$ cat src/rtl/structural_mux.sv
// Gate-level 2:1 word multiplexer with a registered copy of the result and a
// saturating counter of select-line changes observed at clock edges.
module structural_mux #(
    parameter int WIDTH     = 1,
    parameter int CNT_WIDTH = 8
) (
    input  logic [WIDTH-1:0]     in0,
    input  logic [WIDTH-1:0]     in1,
    input  logic                 sel,
    output wire  [WIDTH-1:0]     out,
    input  logic                 clk,
    input  logic                 rst,
    output logic [WIDTH-1:0]     out_q,
    output logic [CNT_WIDTH-1:0] sel_toggles
);

    wire             sel_n;
    wire [WIDTH-1:0] pick0;
    wire [WIDTH-1:0] pick1;

    // One inverter serves every bit; X on sel propagates through the gates.
    not g_sel_inv (sel_n, sel);

    generate
        for (genvar gi = 0; gi < WIDTH; gi++) begin : g_bit
            and g_and0 (pick0[gi], in0[gi], sel_n);
            and g_and1 (pick1[gi], in1[gi], sel);
            or  g_or   (out[gi], pick0[gi], pick1[gi]);
        end
    endgenerate

    logic [WIDTH-1:0]     out_q_reg;
    logic                 sel_d_reg;
    logic [CNT_WIDTH-1:0] sel_toggles_reg;
    logic [CNT_WIDTH-1:0] sel_toggles_next;

    // Count a change only while the counter has headroom, so it sticks at all-ones.
    always_comb begin
        sel_toggles_next = sel_toggles_reg;
        if ((sel != sel_d_reg) && (sel_toggles_reg != {CNT_WIDTH{1'b1}})) begin
            sel_toggles_next = sel_toggles_reg + CNT_WIDTH'(1);
        end
    end

    always_ff @(posedge clk) begin
        if (rst) begin
            out_q_reg       <= '0;
            sel_d_reg       <= 1'b0;
            sel_toggles_reg <= '0;
        end else begin
            out_q_reg       <= out;
            sel_d_reg       <= sel;
            sel_toggles_reg <= sel_toggles_next;
        end
    end

    assign out_q       = out_q_reg;
    assign sel_toggles = sel_toggles_reg;

endmodule

$ cat config.mk
export PLATFORM = sky130hd
export DESIGN_NAME = structural_mux
export DESIGN_NICKNAME = d
export VERILOG_FILES = /design/src/rtl/structural_mux.sv
export SDC_FILE = /design/constraint.sdc
export NUM_CORES = 1
export LEC_CHECK = 0
export CORE_AREA = 2 2 39 41
export DETAILED_ROUTE_END_ITERATION = 10
export DIE_AREA = 0 0 41 43
export PLACE_DENSITY = 0.75
export SYNTH_ARGS = -nofsm -noshare
export SYNTH_HDL_FRONTEND = slang
export SYNTH_SLANG_ARGS = --single-unit
$ cat constraint.sdc
create_clock -name clk -period 1.8 [get_ports clk]
set_clock_uncertainty 0.15 [all_clocks]
set_input_delay 0.27 -clock clk [delete_from_list [all_inputs] [get_ports clk]]
set_output_delay 0.27 -clock clk [all_outputs]
set_load 0.005 [all_outputs]
### After elaboration in Yosys (flattened, before gate mapping)

Cells that the tools add are included.

* equal/unequal tests: 2
* add/sub/neg operators: 1
* bitwise gates (word level): 4
* reduce and logical (&&, ||, !) cells: 1

Operator list (number)
* adder 8 x 1 -> 8 bit, second input constant: 1
* != test 8 bit, second input constant: 1
* AND 1 bit: 2
* logical AND 1 bit: 1
* != test 1 bit: 1
* inverter 1 bit: 1
* bitwise OR 1 bit: 1

* logic and storage cells: 11
* bits in registers: 10

### Longest topological paths before layout

* depth in word-level cells: 3
* gate-level depth with buffers: 5

### Least setup slack after synthesis

No wires, ideal clock.

* kind: reg2reg
* start: register sel_toggles_reg[0] (netlist: sel_toggles[0])
* end: register sel_toggles_reg[3] (netlist: sel_toggles[3])
* arrival: 1.250 ns
* setup time: 0.123 ns
* clock period less this slack: 1.524 ns
* path slack: 0.276 ns
* buffers on the path: 0
* data required time: 1.527 ns
* cell stages (with the launch flop): 5
* cell sequence: dfxtp_1 -> ha_1 -> and3_1 -> a21boi_2 -> mux2_1

* cells in the longest elaborated chain, start to end: 2

RTL lines
* start: declaration: RTL line 34 `logic [CNT_WIDTH-1:0] sel_toggles_reg;`
* start signal: assignment: RTL line 53 `sel_toggles_reg <= sel_toggles_next;`
* branches (longest 2 deep; another with adder 8 x 1 -> 8 bit)

Parallel ways; which one is timed is not known.
A chain may end at the register's enable or synchronous reset.

### Worst setup path after layout

* start: input port sel
* end: output port out

* cells in the longest elaborated chain, start to end: 3

RTL lines
* start: declaration: RTL line 9 `input logic sel,`
* inverter 1 bit: RTL line 22 `not g_sel_inv (sel_n, sel);`
* AND 1 bit: RTL line 26 `and g_and0 (pick0[gi], in0[gi], sel_n);`
* bitwise OR 1 bit (*): RTL line 28 `or g_or (out[gi], pick0[gi], pick1[gi]);`
* end: declaration: RTL line 10 `output wire [WIDTH-1:0] out,`

Every way passes the cells marked *; elsewhere a longest branch is shown, timed or not.

==> flow_metrics.py <==
metrics = {
    "floorplan": {
        "start_util": 0.3472,
        "die_h_um": 43,
        "core_mm2": 0.001384,
        "fp.dieW_um": 41,
        "ios": 15,
        "row_count": 14,
        "fp.dieArea_mm2": 0.001763,
    },
    "worst_setup_path": {
        "r2r_cells": 4,
        "cp.arrival_ps": 1330,
        "required_ps": 1380,
        "worst-path-max-fanout": 2,
        "critical_path_class": "in -> out",
        "end_kind": "output pin",
        "critPathLaunchType": "input port",
    },
    "sta": {
        "drv_slew": 0,
        "max_freq_mhz": 572.4,
        "setup_viol_count_final": 0,
        "finalCritPeriodShare": 0.9706,
        "tightest_slew_ps": 279.1,
        "rsz0062_at_grt": "no",
        "hold_viol": 0,
        "worst_slack_ps": 52.86,
        "slew_headroom": 0.8133,
        "final.min_clock_period_ps": 1747,
    },
    "pwr": {
        "ir_worst_vdd_uv": 303.9,
        "power_density_mw_per_mm2": 740.1,
        "total_power_w": 0.0005186,
        "p_leak_nw": 0.2779,
    },
    "global_route": {
        "grt-ovfl-total": 0,
        "grtUsageMet3": 0.06283,
        "busiest_layer": "met2",
        "grt_use_total": 0.1245,
        "grt_pass1_wl_mm": 1.462,
        "antenna_found_initial": 0,
        "use_met1": 0.1383,
        "grt_max_degree": 10,
        "grt_pass1_vias": 367,
        "use_met2": 0.1875,
    },
    "cells_and_area": {
        "drive_gt1_frac": 0.1912,
        "nets": 75,
        "area_growth_pct": 45.83,
        "n_antenna_cell": 0,
        "mostFrequentLayoutCell": "clkdlybuf4s50_1",
        "mostFrequentLayoutCells": "13 x clkdlybuf4s50_1, 10 x dfxtp_1, 4 x nor2_1, 4 x buf_4",
        "largest_register_ffs": 8,
    },
    "clocking": {
        "htreeDepth": 1,
        "cts-root-buf": "clkbuf_4",
        "numCtsBuffers": 3,
        "cts_sinks": 10,
        "clockBufferDepth": 2,
        "cts-resized-gates": 1,
        "cts_tree": "done",
        "insertion_delay_ps": 270,
        "hold_buffers": 0,
        "path_clk_slew_ps": 70,
        "cts_setup_buffers": 0,
    },
    "detailed_routing": {
        "initialDrtViolationCount": 3,
        "routed_wl_um": 897,
        "first_pass_iters": 4,
        "drc": 0,
        "viasPerCell": 5.060,
        "vias": 425,
        "postRouteAntennaNets": 0,
        "wire_per_inst_um": 10.68,
    },
    "placed_design": {
        "gp_congestion": 0.6921,
        "pre_cts_ws_ps": -152.4,
        "port_buffers": 14,
        "hpwl_um": 664.8,
    },
    "hold_path": {
        "hold_path.class": "reg -> reg",
        "holdPathStages": 2,
    },
    "synthesis": {
        "syn_inst": 48,
        "ys_seq_area_frac": 0.4167,
        "yosysWarningCount": 0,
        "ys_seq_elements": 10,
        "synth.avg_cell_area_um2": 10.01,
        "synth.distinct_cells": 27,
        "netlist_area_um2": 480.5,
        "syn_nets": 54,
    },
    "outcome": {
        "status": "finished clean",
    },
    "flow_run": {
        "cap_violations": 0,
    },
}
[logic make-up (layout without fill, tap and decap cells)]
kind of cell / Yosys count / count (layout) / share of synthesized area
buf+inv: 2 / 22 / 0.01821
xor+xnor: 4 / 4 / 0.08856
flops: 10 / 10 / 0.4167
fa+ha+maj: 1 / 1 / 0.02604
mux: 3 / 3 / 0.06771
simple gates: 17 / 17 / 0.2057
compound gates: 11 / 11 / 0.1771
[worst paths after layout]
kind                          startpoint                          end  slack (ps)
max                                  sel                          out          50
min          sel_toggles[5]$_SDFFE_PP0P_  sel_toggles[5]$_SDFFE_PP0P_         420
max reg2reg  sel_toggles[0]$_SDFFE_PP0P_  sel_toggles[3]$_SDFFE_PP0P_         210
min reg2reg  sel_toggles[5]$_SDFFE_PP0P_  sel_toggles[5]$_SDFFE_PP0P_         420
[layer usage]
layer / up-vias / part of all wire
li1: 216 / -
met1: 192 / 0.42
met2: 15 / 0.47
met3: 2 / 0.088
met4: 0 / 0.014
met5: - / 0
[worst max-delay path, cell delays in order]
cell	delay [ps]
clkdlybuf4s50_1	490
mux2_4	310
dlygate4sd2_1	260
[synthesized netlist by cell type (all sizes together)]
cell type | instances | area share
xor2 | 2 | 0.036
nor3b | 1 | 0.016
ha | 1 | 0.026
clkbuf | 1 | 0.0078
and3 | 2 | 0.026
a311oi | 1 | 0.018
nand3 | 3 | 0.031
a211oi | 2 | 0.042
a31oi | 1 | 0.013
mux2i | 1 | 0.021
a21boi | 2 | 0.039
a21oi | 3 | 0.031
buf | 1 | 0.010
nor2 | 5 | 0.055
and4 | 1 | 0.018
a21o | 1 | 0.016
mux2 | 2 | 0.047
nor2b | 3 | 0.039
dfxtp | 10 | 0.42
a41oi | 1 | 0.018
xnor2 | 2 | 0.052
nor3 | 2 | 0.021
[power by group]
| group | internal [W] | leakage, nW | switching [W] |
|---|---|---|---|
| clock | 0.000123 | 0.0210 | 0.0000800 |
| sequential | 0.000231 | 0.0815 | 0.00000988 |
| combinational | 0.0000464 | 0.175 | 0.0000281 |
| total | 0.000401 | 0.278 | 0.000118 |
[area by class of cell]
type | instances | area (µm²)
Tap cell | 16 | 20.02
Multi-Input combinational cell | 36 | 275.3
Fill cell | 145 | 683.2
Timing Repair Buffer | 18 | 168.9
Clock buffer | 4 | 36.28
Sequential cell | 10 | 200.2
[through the flow]
stage	cell area, µm²	hold WS, ps	setup TNS, ps	util	instances
floorplan	480.5	248.2	0	-	48
global placement	661.9	396.9	-248.0	0.4783	80
detailed placement	661.9	413.1	-320.6	0.4783	80
CTS	696.9	422.3	0	0.5036	84
global route	700.7	449.4	0	0.5063	84
finish	700.7	420.7	0	0.5063	84
Note: power is estimated with default switching activity, not from simulation.
